==> config.mk <==
export PLATFORM = sky130hd
export DESIGN_NAME = exp_normalize_unit_flat
export DESIGN_NICKNAME = d
export VERILOG_FILES = /design/src/rtl/exp_normalize_unit_if.sv /design/src/rtl/exp_normalize_unit.sv /design/src/flat_wrapper.sv
export SDC_FILE = /design/constraint.sdc
export NUM_CORES = 1
export LEC_CHECK = 0
export CORE_UTILIZATION = 42
export DETAILED_ROUTE_END_ITERATION = 12
export GPL_TIMING_DRIVEN = 0
export PLACE_DENSITY_LB_ADDON = 0.15
export SLEW_MARGIN = 20
export SYNTH_ARGS = -nofsm -noshare
export SYNTH_HDL_FRONTEND = slang
export SYNTH_SLANG_ARGS = --single-unit
export TNS_END_PERCENT = 50
==> constraint.sdc <==
create_clock -name i_clk -period 3.1 [get_ports i_clk]
set_clock_uncertainty 0.05 [all_clocks]
set_input_delay 0.465 -clock i_clk [delete_from_list [all_inputs] [get_ports i_clk]]
set_output_delay 0.465 -clock i_clk [all_outputs]
set_load 0.02 [all_outputs]
==> src/rtl/exp_normalize_unit_if.sv <==
// Valid/ready bus for the post-add normalization stage (upstream and downstream sides).
// Defining EXP_NORM_INEXACT_EN adds the o_inexact result flag.
interface exp_normalize_unit_if #(
   parameter int SIZE_EXP  = 8,
   parameter int SIZE_MANT = 23
);
   logic                 i_valid;
   logic                 o_ready;
   logic [SIZE_EXP-1:0]  i_exp_greater;
   logic [SIZE_MANT+1:0] i_mant;
   logic                 o_valid;
   logic                 i_ready;
   logic [SIZE_EXP-1:0]  o_exp;
   logic [SIZE_MANT-1:0] o_mant;
   logic                 o_zero;
   logic                 o_overflow;
   logic                 o_underflow;
`ifdef EXP_NORM_INEXACT_EN
   logic                 o_inexact;
`endif

   modport slave (
      input  i_valid, i_exp_greater, i_mant, i_ready,
      output o_ready, o_valid, o_exp, o_mant, o_zero, o_overflow, o_underflow
`ifdef EXP_NORM_INEXACT_EN
      , output o_inexact
`endif
   );

   modport master (
      output i_valid, i_exp_greater, i_mant, i_ready,
      input  o_ready, o_valid, o_exp, o_mant, o_zero, o_overflow, o_underflow
`ifdef EXP_NORM_INEXACT_EN
      , input o_inexact
`endif
   );
endinterface

==> src/rtl/exp_normalize_unit.sv <==
// Two-stage FP post-add normalizer: carry right-shift or leading-zero left-shift, exponent fix-up, flags.
// Defining EXP_NORM_INEXACT_EN adds the pipelined o_inexact flag.
module exp_normalize_unit #(
   parameter int SIZE_EXP  = 8,
   parameter int SIZE_MANT = 23
) (
   input logic                 i_clk,
   input logic                 i_rst_n,
   exp_normalize_unit_if.slave bus
);
   localparam int W   = SIZE_MANT + 2;
   localparam int LZW = $clog2(W);
   localparam int EW  = SIZE_EXP + 1;
   localparam logic [EW-1:0] EXP_MAX = {1'b0, {SIZE_EXP{1'b1}}};

   logic                 s2_load;
   logic                 s1_load;
   logic [LZW-1:0]       lzc;

   logic                 s1_valid_q, s1_valid_d;
   logic [SIZE_EXP-1:0]  s1_exp_q, s1_exp_d;
   logic [W-1:0]         s1_mant_q, s1_mant_d;
   logic                 s1_carry_q, s1_carry_d;
   logic [LZW-1:0]       s1_lzc_q, s1_lzc_d;

   logic                 s2_valid_q, s2_valid_d;
   logic [SIZE_EXP-1:0]  s2_exp_q, s2_exp_d;
   logic [SIZE_MANT-1:0] s2_mant_q, s2_mant_d;
   logic                 s2_zero_q, s2_zero_d;
   logic                 s2_ovf_q, s2_ovf_d;
   logic                 s2_unf_q, s2_unf_d;

   logic [EW-1:0]        exp_ext;
   logic [EW-1:0]        exp_inc;
   logic [EW-1:0]        lzc_ext;
   logic [SIZE_EXP-1:0]  res_exp;
   logic [SIZE_MANT-1:0] res_mant;
   logic                 res_zero;
   logic                 res_ovf;
   logic                 res_unf;

   assign s2_load     = !s2_valid_q || bus.i_ready;
   assign s1_load     = !s1_valid_q || s2_load;
   assign bus.o_ready = s1_load;

   // Highest set bit below the carry wins; an all-zero field reports W-1.
   always_comb begin
      lzc = LZW'(W - 1);
      for (int i = 0; i < W - 1; i++) begin
         if (bus.i_mant[i]) lzc = LZW'(W - 2 - i);
      end
   end

   always_comb begin
      s1_valid_d = s1_valid_q;
      s1_exp_d   = s1_exp_q;
      s1_mant_d  = s1_mant_q;
      s1_carry_d = s1_carry_q;
      s1_lzc_d   = s1_lzc_q;
      if (s1_load) begin
         s1_valid_d = bus.i_valid;
         if (bus.i_valid) begin
            s1_exp_d   = bus.i_exp_greater;
            s1_mant_d  = bus.i_mant;
            s1_carry_d = bus.i_mant[W-1];
            s1_lzc_d   = lzc;
         end
      end
   end

   // Exponent math is one bit wider so neither the increment nor the compare can wrap.
   always_comb begin
      exp_ext  = {1'b0, s1_exp_q};
      exp_inc  = exp_ext + EW'(1);
      lzc_ext  = EW'(s1_lzc_q);
      res_exp  = '0;
      res_mant = '0;
      res_zero = 1'b0;
      res_ovf  = 1'b0;
      res_unf  = 1'b0;
      if (s1_mant_q == '0) begin
         res_zero = 1'b1;
      end else if (s1_carry_q) begin
         if (exp_inc >= EXP_MAX) begin
            res_ovf = 1'b1;
            res_exp = '1;
         end else begin
            res_exp  = exp_inc[SIZE_EXP-1:0];
            res_mant = s1_mant_q[W-2:1];
         end
      end else if (s1_lzc_q == '0) begin
         res_exp  = s1_exp_q;
         res_mant = s1_mant_q[W-3:0];
      end else if (lzc_ext < exp_ext) begin
         res_exp  = SIZE_EXP'(exp_ext - lzc_ext);
         res_mant = SIZE_MANT'(s1_mant_q << s1_lzc_q);
      end else begin
         res_unf = 1'b1;
      end
   end

   always_comb begin
      s2_valid_d = s2_valid_q;
      s2_exp_d   = s2_exp_q;
      s2_mant_d  = s2_mant_q;
      s2_zero_d  = s2_zero_q;
      s2_ovf_d   = s2_ovf_q;
      s2_unf_d   = s2_unf_q;
      if (s2_load) begin
         s2_valid_d = s1_valid_q;
         if (s1_valid_q) begin
            s2_exp_d  = res_exp;
            s2_mant_d = res_mant;
            s2_zero_d = res_zero;
            s2_ovf_d  = res_ovf;
            s2_unf_d  = res_unf;
         end
      end
   end

   always_ff @(posedge i_clk or negedge i_rst_n) begin
      if (!i_rst_n) begin
         s1_valid_q <= 1'b0;
         s1_exp_q   <= '0;
         s1_mant_q  <= '0;
         s1_carry_q <= 1'b0;
         s1_lzc_q   <= '0;
         s2_valid_q <= 1'b0;
         s2_exp_q   <= '0;
         s2_mant_q  <= '0;
         s2_zero_q  <= 1'b0;
         s2_ovf_q   <= 1'b0;
         s2_unf_q   <= 1'b0;
      end else begin
         s1_valid_q <= s1_valid_d;
         s1_exp_q   <= s1_exp_d;
         s1_mant_q  <= s1_mant_d;
         s1_carry_q <= s1_carry_d;
         s1_lzc_q   <= s1_lzc_d;
         s2_valid_q <= s2_valid_d;
         s2_exp_q   <= s2_exp_d;
         s2_mant_q  <= s2_mant_d;
         s2_zero_q  <= s2_zero_d;
         s2_ovf_q   <= s2_ovf_d;
         s2_unf_q   <= s2_unf_d;
      end
   end

   assign bus.o_valid     = s2_valid_q;
   assign bus.o_exp       = s2_exp_q;
   assign bus.o_mant      = s2_mant_q;
   assign bus.o_zero      = s2_zero_q;
   assign bus.o_overflow  = s2_ovf_q;
   assign bus.o_underflow = s2_unf_q;

`ifdef EXP_NORM_INEXACT_EN
   logic res_inexact;
   logic s2_inexact_q, s2_inexact_d;

   // Set when a 1 is lost: the carry shift's LSB, or any fraction bits behind an overflow/underflow.
   always_comb begin
      res_inexact  = (s1_carry_q & s1_mant_q[0])
                   | (res_ovf & (|s1_mant_q[W-2:0]))
                   | res_unf;
      s2_inexact_d = s2_inexact_q;
      if (s2_load && s1_valid_q) s2_inexact_d = res_inexact;
   end

   always_ff @(posedge i_clk or negedge i_rst_n) begin
      if (!i_rst_n) s2_inexact_q <= 1'b0;
      else          s2_inexact_q <= s2_inexact_d;
   end

   assign bus.o_inexact = s2_inexact_q;
`endif
endmodule
==> src/flat_wrapper.sv <==
// flat-port wrapper written by rule: the top's interface ports become plain ports
module exp_normalize_unit_flat 
#(
   parameter int SIZE_EXP  = 8,
   parameter int SIZE_MANT = 23
)
  (i_clk, i_rst_n, bus_i_valid, bus_i_exp_greater, bus_i_mant, bus_i_ready, bus_o_ready, bus_o_valid, bus_o_exp, bus_o_mant, bus_o_zero, bus_o_overflow, bus_o_underflow);
  exp_normalize_unit_if #(.SIZE_EXP(SIZE_EXP), .SIZE_MANT(SIZE_MANT)) bus_i ();
  input logic i_clk;
  input logic i_rst_n;
  input wire logic [$bits(bus_i.i_valid)-1:0] bus_i_valid;
  input wire logic [$bits(bus_i.i_exp_greater)-1:0] bus_i_exp_greater;
  input wire logic [$bits(bus_i.i_mant)-1:0] bus_i_mant;
  input wire logic [$bits(bus_i.i_ready)-1:0] bus_i_ready;
  output wire logic [$bits(bus_i.o_ready)-1:0] bus_o_ready;
  output wire logic [$bits(bus_i.o_valid)-1:0] bus_o_valid;
  output wire logic [$bits(bus_i.o_exp)-1:0] bus_o_exp;
  output wire logic [$bits(bus_i.o_mant)-1:0] bus_o_mant;
  output wire logic [$bits(bus_i.o_zero)-1:0] bus_o_zero;
  output wire logic [$bits(bus_i.o_overflow)-1:0] bus_o_overflow;
  output wire logic [$bits(bus_i.o_underflow)-1:0] bus_o_underflow;
  assign bus_i.i_valid = bus_i_valid;
  assign bus_i.i_exp_greater = bus_i_exp_greater;
  assign bus_i.i_mant = bus_i_mant;
  assign bus_i.i_ready = bus_i_ready;
  assign bus_o_ready = bus_i.o_ready;
  assign bus_o_valid = bus_i.o_valid;
  assign bus_o_exp = bus_i.o_exp;
  assign bus_o_mant = bus_i.o_mant;
  assign bus_o_zero = bus_i.o_zero;
  assign bus_o_overflow = bus_i.o_overflow;
  assign bus_o_underflow = bus_i.o_underflow;
  exp_normalize_unit #(.SIZE_EXP(SIZE_EXP), .SIZE_MANT(SIZE_MANT)) u_core (.i_clk(i_clk), .i_rst_n(i_rst_n), .bus(bus_i));
endmodule
==> results.md, run 1 <==
- R2R setup slack: 0.20 ns
- Status: complete, but fails checks
- Yosys cell types: 60
- Max Clk Rate: 344.2 MHz
- Max_cap viols: 0
- Initial antenna violation count: 0
- Worst-margin pin slew: between 0.8 and 0.9 ns
- Final Max Slew Viols: 0
- # port buffers: a little over 70
- Clock root cell: clkbuf_16
- Design Power: 4.095 mW
- Violated checks: hold timing
- RSZ-0062 raised after global routing: no
- Slew Limit Headroom: between 40 and 50%
- Crit-path slowest cell: a2111oi_0
- Via density: 6.017
- Site Rows: 40
- CTS Buf Count: 9
- Vias post-DR: approximately 5000
- First-pass GRT wire length: 28550 um
- P_leak: ~2.5 nW
- Minimum clock period: 2.905 ns
- Asr flop ratio synth: between 90% and 100%
- Share of cells above drive strength 1: 13.46%
- Hold slack: -0.009316 ns
- CTS H-tree lvls: 3
- Final Setup Violations: 0
- Pre-antenna DRT Iters: 5
- Total gr overflow: 0
- GPL Wtd Cong: between 0.9 and 1
- Crit-path cells: buf_2 > clkbuf_4 > clkinvlp_4 > ha_1 > a211oi_2 > o21ai_1 > a21oi_1 > a2111oi_0 > o21ai_0 > nand2_1
- DIE AREA: 0.01283 mm^2
- CP Data Arrival Time: ~3.1 ns
- Post-Syn Nets: about 620
- Initial DRC count: 443
- Worst EP required: around 3.3 ns
- CTS tree: yes
- Mapped Cells: approximately 570
- Cts hold-fix bufs: 0
- Top delay family on crit path: compound AO/OA/AOI/OAI gates
- Crit end category: register
- Final WL: ~18000 um
- FF+latch area: 0.001852 mm^2
- Clock tree buffer depth: 2
- Sequential-to-total area share from yosys stat: 35.61%
- Post-route antenna net violation count: 0
- Layout Nets: 701
- Fill count: 1182
- Clock transition at path regs: 0.06 ns
- PwrDens: 634.9 mW/mm^2
- WS Path Type: register to register
- Post-synth EDFFs: 0
- Die X: 113.3 um
- Vias in the first global route: 4885
- Clk Latency, worst-skew pair: around 0.35 ns
- Core area: 0.01206 mm^2
- Final period util: a little over nine tenths
- Tot GR Track Use: 29.97%
- Antenna cells: 0
- Syn Area/Cell: a little over 9 um^2
- Seq cells post-synth: 74
- Maximum fanout along the worst path: 10
- IO Pins: 73
- Post-route setup TNS: 0 ns
- Pre-CTS setup slack: -0.5397 ns
- Sink Count: 74
- Avg WL per Cell: 21.73 um
- Mapped cell area: 0.005200 mm^2
- Residual DRC: 0
- Die H: 113.3 um
- CP bufs+invs: 3
- Largest net degree at the start of global routing: 45
- Multi-input logic area: roughly 0.0031 mm^2
- Area Growth Syn to Fin: 24.04%
- Worst vdd ir: 0.0002507 V
- Crit start category: register
- Ys flop type: dfrtp_1
- Initial Utilization: 43.11%
- DP HPWL: roughly 14000 um
- Setup ws final: around 0.20 ns
- Largest stage delay, worst path: 0.53 ns
- Synth warnings: 0
- Worst hold path class: primary input to async pin
- Final Hold Fails: 12
## synth_stat cells, types with 4 or more instances
library cell	count	area, um^2
nand2_1	83	311.6
dfrtp_1	74	1852
nor2_1	46	172.7
o21ai_0	46	230.2
mux2_2	34	382.9
a21oi_1	30	150.1
clkbuf_1	30	112.6
mux2i_1	18	180.2
a221oi_1	14	122.6
inv_1	14	52.55
mux4_2	14	315.3
o31ai_1	12	90.09
a31oi_1	11	68.82
nor4_1	11	68.82
buf_2	9	45.04
nor3_1	8	40.04
ha_1	7	87.58
nand3_1	7	35.03
a211oi_1	6	45.04
and3_1	6	37.54
a22o_1	5	43.79
and2_1	5	31.28
nand2b_1	5	31.28
o22ai_1	5	31.28
a21o_1	4	30.03
a22oi_1	4	30.03
o211ai_1	4	30.03
or3_1	4	25.02
xor2_1	4	35.03
## cell usage in the layout (no fill, tap or decap), types with 5 or more instances in the layout
| master | netlist | layout |
|---|---|---|
| o22ai_1 | 5 | 5 |
| dfrtp_1 | 74 | 74 |
| clkdlybuf4s50_1 | 0 | 71 |
| a21oi_1 | 30 | 30 |
| buf_2 | 9 | 8 |
| nor2_1 | 46 | 46 |
| nor4_1 | 11 | 11 |
| clkbuf_16 | 0 | 9 |
| nand2b_1 | 5 | 5 |
| nor3_1 | 8 | 8 |
| ha_1 | 7 | 7 |
| clkbuf_1 | 30 | 27 |
| a211oi_1 | 6 | 5 |
| nand2_1 | 83 | 83 |
| mux4_2 | 14 | 14 |
| mux2i_1 | 18 | 18 |
| a221oi_1 | 14 | 13 |
| o21ai_0 | 46 | 45 |
| and3_1 | 6 | 6 |
| and2_1 | 5 | 5 |
| mux2_2 | 34 | 34 |
| o31ai_1 | 12 | 12 |
| inv_1 | 14 | 13 |
| a22o_1 | 5 | 5 |
| a31oi_1 | 11 | 11 |
| nand3_1 | 7 | 7 |
## final timing paths
kind,start,endpoint,cells after the start
max reg2reg,u_core.s1_lzc_q[2],u_core.bus.o_exp[7],10
min,i_rst_n,u_core.bus.o_exp[5],1
min reg2reg,u_core.bus.o_zero,u_core.bus.o_zero,2
min in group i_clk,u_core.bus.o_zero,u_core.bus.o_zero,2
max in group asynchronous,i_rst_n,u_core.s1_mant_q[13],2
max,u_core.s1_lzc_q[2],u_core.bus.o_exp[7],10
## cell families (layout without fill, tap and decap cells)
logic type | after synthesis | in the layout | synth area share, %
flip-flops | 74 | 74 | 35.61
AO/OA/AOI/OAI | 171 | 171 | 22.14
multiplexers | 68 | 68 | 17.90
adder cells (fa/ha/maj) | 8 | 8 | 2.069
XOR/XNOR | 7 | 7 | 1.179
AND/OR/NAND/NOR | 187 | 187 | 16.19
buffers and inverters | 59 | 146 | 4.908
## final cells by class
type	instances	area share, %
timing repair buffer	74	11.56
clock inverter	6	0.7565
inverter	14	0.8729
sequential	74	28.71
clock buffer	10	3.705
tap	168	3.259
multi-input combinational	441	48.13
buffer	42	3.007
## registers in the layout, summed over array words and instances, names as in the netlist, 5 cells and up
register / flops
u_core.bus.o_exp: 8
u_core.bus.o_mant: 23
u_core.s1_exp_q: 8
u_core.s1_mant_q: 24
u_core.s1_lzc_q: 5
## layer usage
layer	track usage, %	routed length [um]	vias up
met3	4.660	1177	38
li1	-	-	2315
met2	45.73	7990	199
met5	0	0	-
met1	41.95	8250	2436
met4	13.77	598	0
## report_power, final
group	switching, mW	total (mW)	internal, mW
Combinational	0.944	1.71	0.769
Clock	0.437	1.01	0.570
Sequential	0.211	1.38	1.16
Total	1.59	4.09	2.50
## per-stage QoR
stage	instance area, um^2	cells	util (%)	hold slack [ns]
detailed placement	6148	815	50.98	0.3719
global route	6450	829	53.48	0.02333
CTS	6440	830	53.39	0.001330
finish	6450	829	53.48	-0.009316
floorplan	5200	574	-	0.1194
global placement	6131	814	50.83	0.4157
## worst register-to-register path, cell delays in order (launching register included)
cell and delay (ns):
dfrtp_1 0.32, buf_2 0.18, clkbuf_4 0.27, clkinvlp_4 0.17
ha_1 0.42, a211oi_2 0.11, o21ai_1 0.21, a21oi_1 0.20
a2111oi_0 0.54, o21ai_0 0.27, nand2_1 0.10
## timing repair
item / in CTS / in global routing
resized for setup: 3 / 6
endpoints found under the setup margin: 31 / 25
buffers inserted: 1 / 0
pin swaps: 0 / 0
No activity file was read; power rests on OpenSTA's default activity.
==> run 2, diff against run 1 <==
Settings changed: CAP_MARGIN set to 25, PLACE_DENSITY_LB_ADDON 0.15 to unset.
==> run 2 against run 1 <==
The run still ends with hold timing left. Die area unchanged. Combinational power about the same. Clock power increased by 4%. First-iteration DRC count decreased by 28%. Total power increased by 1.3%. Critical path depth unchanged. Critical endpoint is now u_core.bus.o_mant[17].
==> results.md, run 2 (synthesis gave the netlist of run 1 again) <==
- Status: complete, but fails checks
- Violated checks: hold timing
- Initial antenna violation count: 0
- First-pass GRT wire length: 28460 um
- Commonest non-fill, non-tap cell in the layout: nand2_1
- Site Rows: 40
- Initial DRC count: 318
- Die X: roughly 110 um
- Worst-margin pin slew: roughly 0.80 ns
- Setup ws final: between 0.15 and 0.2 ns
- Area Growth Syn to Fin: 25.36%
- CTS H-tree lvls: 3
- Final Hold Fails: 2
- Slew Limit Headroom: 46.12%
- Clk Latency, worst-skew pair: 0.35 ns
- GPL Wtd Cong: approximately 0.92
- Maximum fanout along the worst path: 14
- Die H: between 100 and 150 um
- Pre-antenna DRT Iters: 5
- Clock tree buffer depth: 2
- Post-layout instance area: between 0.006 and 0.007 mm^2
- RSZ-0062 raised after global routing: no
- Top Usage Layer GRT: met2
- WS Path Type: register to register
- Core area: 0.01206 mm^2
- Pre-CTS setup slack: -0.5312 ns
- Cell count of the worst reg-to-reg path: 10
- Grt met2 use: 46.54%
- Worst vdd ir: approximately 0.00031 V
- Final period util: 94.02%
- Max Clk Rate: 343.1 MHz
- CTS tree: yes
- Final WL: roughly 18000 um
- Avg WL per Cell: 22.11 um
- Worst hold path class: primary input to async pin
- CP Data Arrival Time: 3.13 ns
- Via density: 6.098
- CTS Buf Count: 9
- P_leak: 2.566 nW
- Antenna cells: 0
- DP HPWL: about 14000 um
- Hold slack: -0.001247 ns
- Final Setup Violations: 0
- Layout Nets: 706
- Cell Area, Placed: 0.006156 mm^2
- Residual DRC: 0
- Met1 GRT Util: 41.53%
- # port buffers: 72
- Crit end category: register
- Met3 Resource Use GR: 6.695%
- Commonest cells after routing, fill and taps aside: 83 x nand2_1, 74 x dfrtp_1, 71 x clkdlybuf4s50_1
- Vias post-DR: 5080
- IO Pins: 73
- Initial Utilization: 43.11%
- Total gr overflow: 0
- Reg with most FFs: u_core.s1_mant_q
- Minimum clock period: 2.915 ns
- Clock root cell: clkbuf_16
- Cts hold-fix bufs: 0
- Largest net degree at the start of global routing: 46
- Clock transition at path regs: 0.06 ns
- Vias in the first global route: between 4000 and 5000
- Post-route antenna net violation count: 0
- Worst EP required: roughly 3.3 ns
- Sink Count: 74
- PwrDens: 636.1 mW/mm^2
- Final Max Slew Viols: 0
- DIE AREA: about 0.013 mm^2
- Tot GR Track Use: 29.96%
- Crit start category: register
- Largest register FFs: 24
- Max_cap viols: 0
- Share of cells above drive strength 1: 14.44%
==> run 2: cell count changes in the layout (fill, tap and decap cells not counted), sizes merged <==
cell / delta
bufinv: +1
clkinv: +1
clkbuf: -1
buf: +6
inv: -3
==> run 2: area by class of cell <==
| type | instances | area [um^2] |
|---|---|---|
| buffer | 40 | 185.2 |
| tap | 168 | 210.2 |
| clock buffer | 10 | 239.0 |
| clock inverter | 5 | 55.05 |
| timing repair buffer | 81 | 805.8 |
| inverter | 14 | 60.06 |
| fill | 1127 | 5543 |
| sequential | 74 | 1852 |
| multi-input combinational | 441 | 3112 |
==> run 2: stage by stage <==
step / power, mW / utilization [%] / TNS [ns] / std cells
finish: 4.146 / 54.05 / 0 / 833
global route: 4.349 / 54.05 / 0 / 833
CTS: 4.127 / 53.56 / 0 / 829
detailed placement: 3.070 / 51.04 / -8.102 / 815
global placement: 3.057 / 50.83 / -82.67 / 814
floorplan: 2.354 / - / 0 / 574
==> run 2: critical path: stages (launching register included) <==
cell	delay [ns]
dfrtp_1	0.31
buf_2	0.33
clkinvlp_4	0.22
ha_1	0.43
a211oi_2	0.11
o21ai_0	0.29
nand3_1	0.15
clkbuf_4	0.22
a2111oi_0	0.40
nor3_1	0.13
o21ai_0	0.18
==> run 2: metal layers <==
metal / share of wire (%) / vias to the layer above / routed length [um]
li1: - / 2321 / -
met1: 45 / 2517 / 8355
met2: 45 / 215 / 8310
met3: 7.0 / 27 / 1294
met4: 2.5 / 0 / 460
met5: 0 / - / 0
==> run 2: final timing paths <==
path                                             from                    end  slack, ns
worst max-delay path               u_core.s1_lzc_q[2]  u_core.bus.o_mant[17]       0.19
worst min-delay path                          i_rst_n    u_core.bus.o_exp[6]     -0.001
worst max register to register     u_core.s1_lzc_q[2]  u_core.bus.o_mant[17]       0.19
worst min register to register  u_core.bus.o_mant[16]  u_core.bus.o_mant[16]       0.43
max in group asynchronous                     i_rst_n   u_core.s1_mant_q[11]       2.44
min in group i_clk              u_core.bus.o_mant[16]  u_core.bus.o_mant[16]       0.43
==> run 2: power by group <==
part           switching (mW)  internal, mW
clock network           0.409         0.637
logic                   0.949         0.772
registers               0.214          1.17
==> run 2: timing repair <==
item                       4_1_cts  5_1_grt
setup endpoints to repair       30       30
setup buffers                    1        7
pin swaps                        0        0
gates resized for setup          4        7
==> run 3, diff against run 2 <==
Clock period 3.1 ns to 3.3 ns, I/O delays scaled along.
==> run 3 against run 2 <==
The run now ends clean. Design area shrank 0.50%. Via count grew 0.22%. Maximum frequency shrank 6.8%. Count of clock-buffer cells in the layout is the same. Worst setup slack lost 0.013 ns. Sequential share of layout area grew 0.14 points. Wire length shrank 0.54%. Highest routed layer unchanged.
==> results.md, run 3 (synthesis gave the netlist of run 1 again) <==
- Largest net degree at the start of global routing: 46
- Multi-input logic area: 0.003107 mm^2
- Minimum clock period: 3.128 ns
- Worst EP required: about 3.5 ns
- Post-layout instance area: 0.006486 mm^2
- Via density: roughly 6.1
- Crit end category: register
- Worst-margin pin slew: 0.8267 ns
- Cell Area, Placed: 0.006156 mm^2
- Layout Nets: 704
- PwrDens: 600.8 mW/mm^2
- Initial antenna violation count: 0
- Clock tree buffer depth: 2
- Final Setup Violations: 0
- Initial Utilization: between 40 and 50%
- Cell count of the worst reg-to-reg path: 11
- Max Clk Rate: 319.7 MHz
- Initial DRC count: 393
- IO Pins: 73
- Clock root cell: clkbuf_16
- Vias post-DR: 5091
- Post-route setup TNS: 0 ns
- FF-to-FF Start: u_core.s1_lzc_q[2]
- Design Power: about 3.9 mW
- Status: finished clean
- Met2 WL: 8117 um
- Post-route antenna net violation count: 0
- Commonest non-fill, non-tap cell in the layout: nand2_1
- Reg with most FFs: u_core.s1_mant_q
- Die H: 113.3 um
- Sink Count: 74
- Pre-antenna DRT Iters: 5
- Worst hold path class: primary input to async pin
- Largest register FFs: 24
- DP HPWL: 14170 um
- Final WL: 18320 um
- Clk Latency, worst-skew pair: about 0.35 ns
- Commonest cells after routing, fill and taps aside: 83 x nand2_1, 74 x dfrtp_1, 71 x clkdlybuf4s50_1
- Total gr overflow: 0
- Cts hold-fix bufs: 0
- # port buffers: 72
- Crit path capture: u_core.bus.o_mant[17]
- CTS tree: yes
- Tot GR Track Use: 29.95%
- Share of cells above drive strength 1: 13.73%
- CP Data Arrival Time: 3.34 ns
- Antenna cells: 0
- CTS H-tree lvls: 3
- WL met1: 8391 um
- P_leak: 2.555 nW
- DR WL met3: 1277 um
- Maximum fanout along the worst path: 10
- Vias in the first global route: between 4000 and 5000
- Final Hold Fails: 0
- Slew Limit Headroom: approximately 45%
- CP Launch Point: u_core.s1_lzc_q[2]
- Fill count: 1134
- R2R setup slack: between 0.15 and 0.2 ns
- Hold slack: 0.03068 ns
- Final Max Slew Viols: 0
- Core area: 0.01206 mm^2
- Final period util: 94.78%
- Site Rows: 40
- First-pass GRT wire length: 28460 um
- FF+latch area: 0.001852 mm^2
- Max_cap viols: 0
- GPL Wtd Cong: 0.9233
- Reg-to-reg endpoint: u_core.bus.o_mant[17]
- Worst vdd ir: 0.0002910 V
- Area Growth Syn to Fin: 24.74%
- Residual DRC: 0
- Die X: about 110 um
- Clock transition at path regs: 0.06 ns
- Avg WL per Cell: 22.05 um
- DIE AREA: 0.01283 mm^2
- Crit start category: register
- WS Path Type: register to register
- Highest metal used: met4
- CTS Buf Count: 9
run 3: how the worst min path moves through the flow:
stage	start	endpoint	slack (ns)	cells past startpoint
floorplan	i_rst_n	u_core.bus.o_exp[0]	0.15	0
global placement	u_core.bus.o_zero	u_core.bus.o_zero	0.42	2
detailed placement	i_rst_n	u_core.bus.o_zero	0.41	1
CTS	i_rst_n	u_core.bus.o_exp[6]	0.04	1
global route	i_rst_n	u_core.bus.o_zero	0.06	1
finish	i_rst_n	u_core.bus.o_exp[6]	0.03	1
run 3: what timing repair did:
item	in CTS	in global routing
setup buffers	0	4
setup endpoints to repair	20	24
pin swaps	0	0
gates resized for setup	2	5
run 3: worst max-delay path, cell delays in order, from the launching register on:
cell,delay (ns)
dfrtp_1,0.31
buf_2,0.17
buf_2,0.30
clkinvlp_4,0.22
ha_1,0.42
a211oi_1,0.12
o21ai_0,0.32
nand3_1,0.15
clkbuf_2,0.23
a2111oi_0,0.42
nor3_1,0.14
o21ai_0,0.18
run 3: final cells by class:
| cell class | count | area share [%] |
|---|---|---|
| Buffer | 42 | 2.951 |
| Clock buffer | 10 | 3.684 |
| Clock inverter | 5 | 0.8488 |
| Inverter | 14 | 0.8681 |
| Multi-Input combinational cell | 441 | 47.90 |
| Sequential cell | 74 | 28.55 |
| Tap cell | 168 | 3.241 |
| Timing Repair Buffer | 77 | 11.96 |
run 3: power by group:
group | leakage (nW) | switching [mW] | total (mW) | internal [mW]
logic | 1.51 | 0.890 | 1.62 | 0.725
clock network | 0.140 | 0.387 | 0.986 | 0.598
registers | 0.903 | 0.201 | 1.30 | 1.09
total | 2.55 | 1.48 | 3.90 | 2.42
run 3: per-stage QoR:
| stage | setup slack, ns | cells | util (%) |
|---|---|---|---|
| floorplan | 0.4937 | 574 | - |
| global placement | -0.8343 | 814 | 50.83 |
| detailed placement | -0.3312 | 815 | 51.04 |
| CTS | 0.08829 | 829 | 53.51 |
| global route | -0.01314 | 831 | 53.78 |
| finish | 0.1721 | 831 | 53.78 |
run 3: per-layer routing:
metal / vias to the layer above / global-route usage [%]
li1: 2323 / -
met1: 2520 / 41.77
met2: 215 / 46.54
met3: 33 / 6.267
met4: 0 / 9.649
met5: - / 0
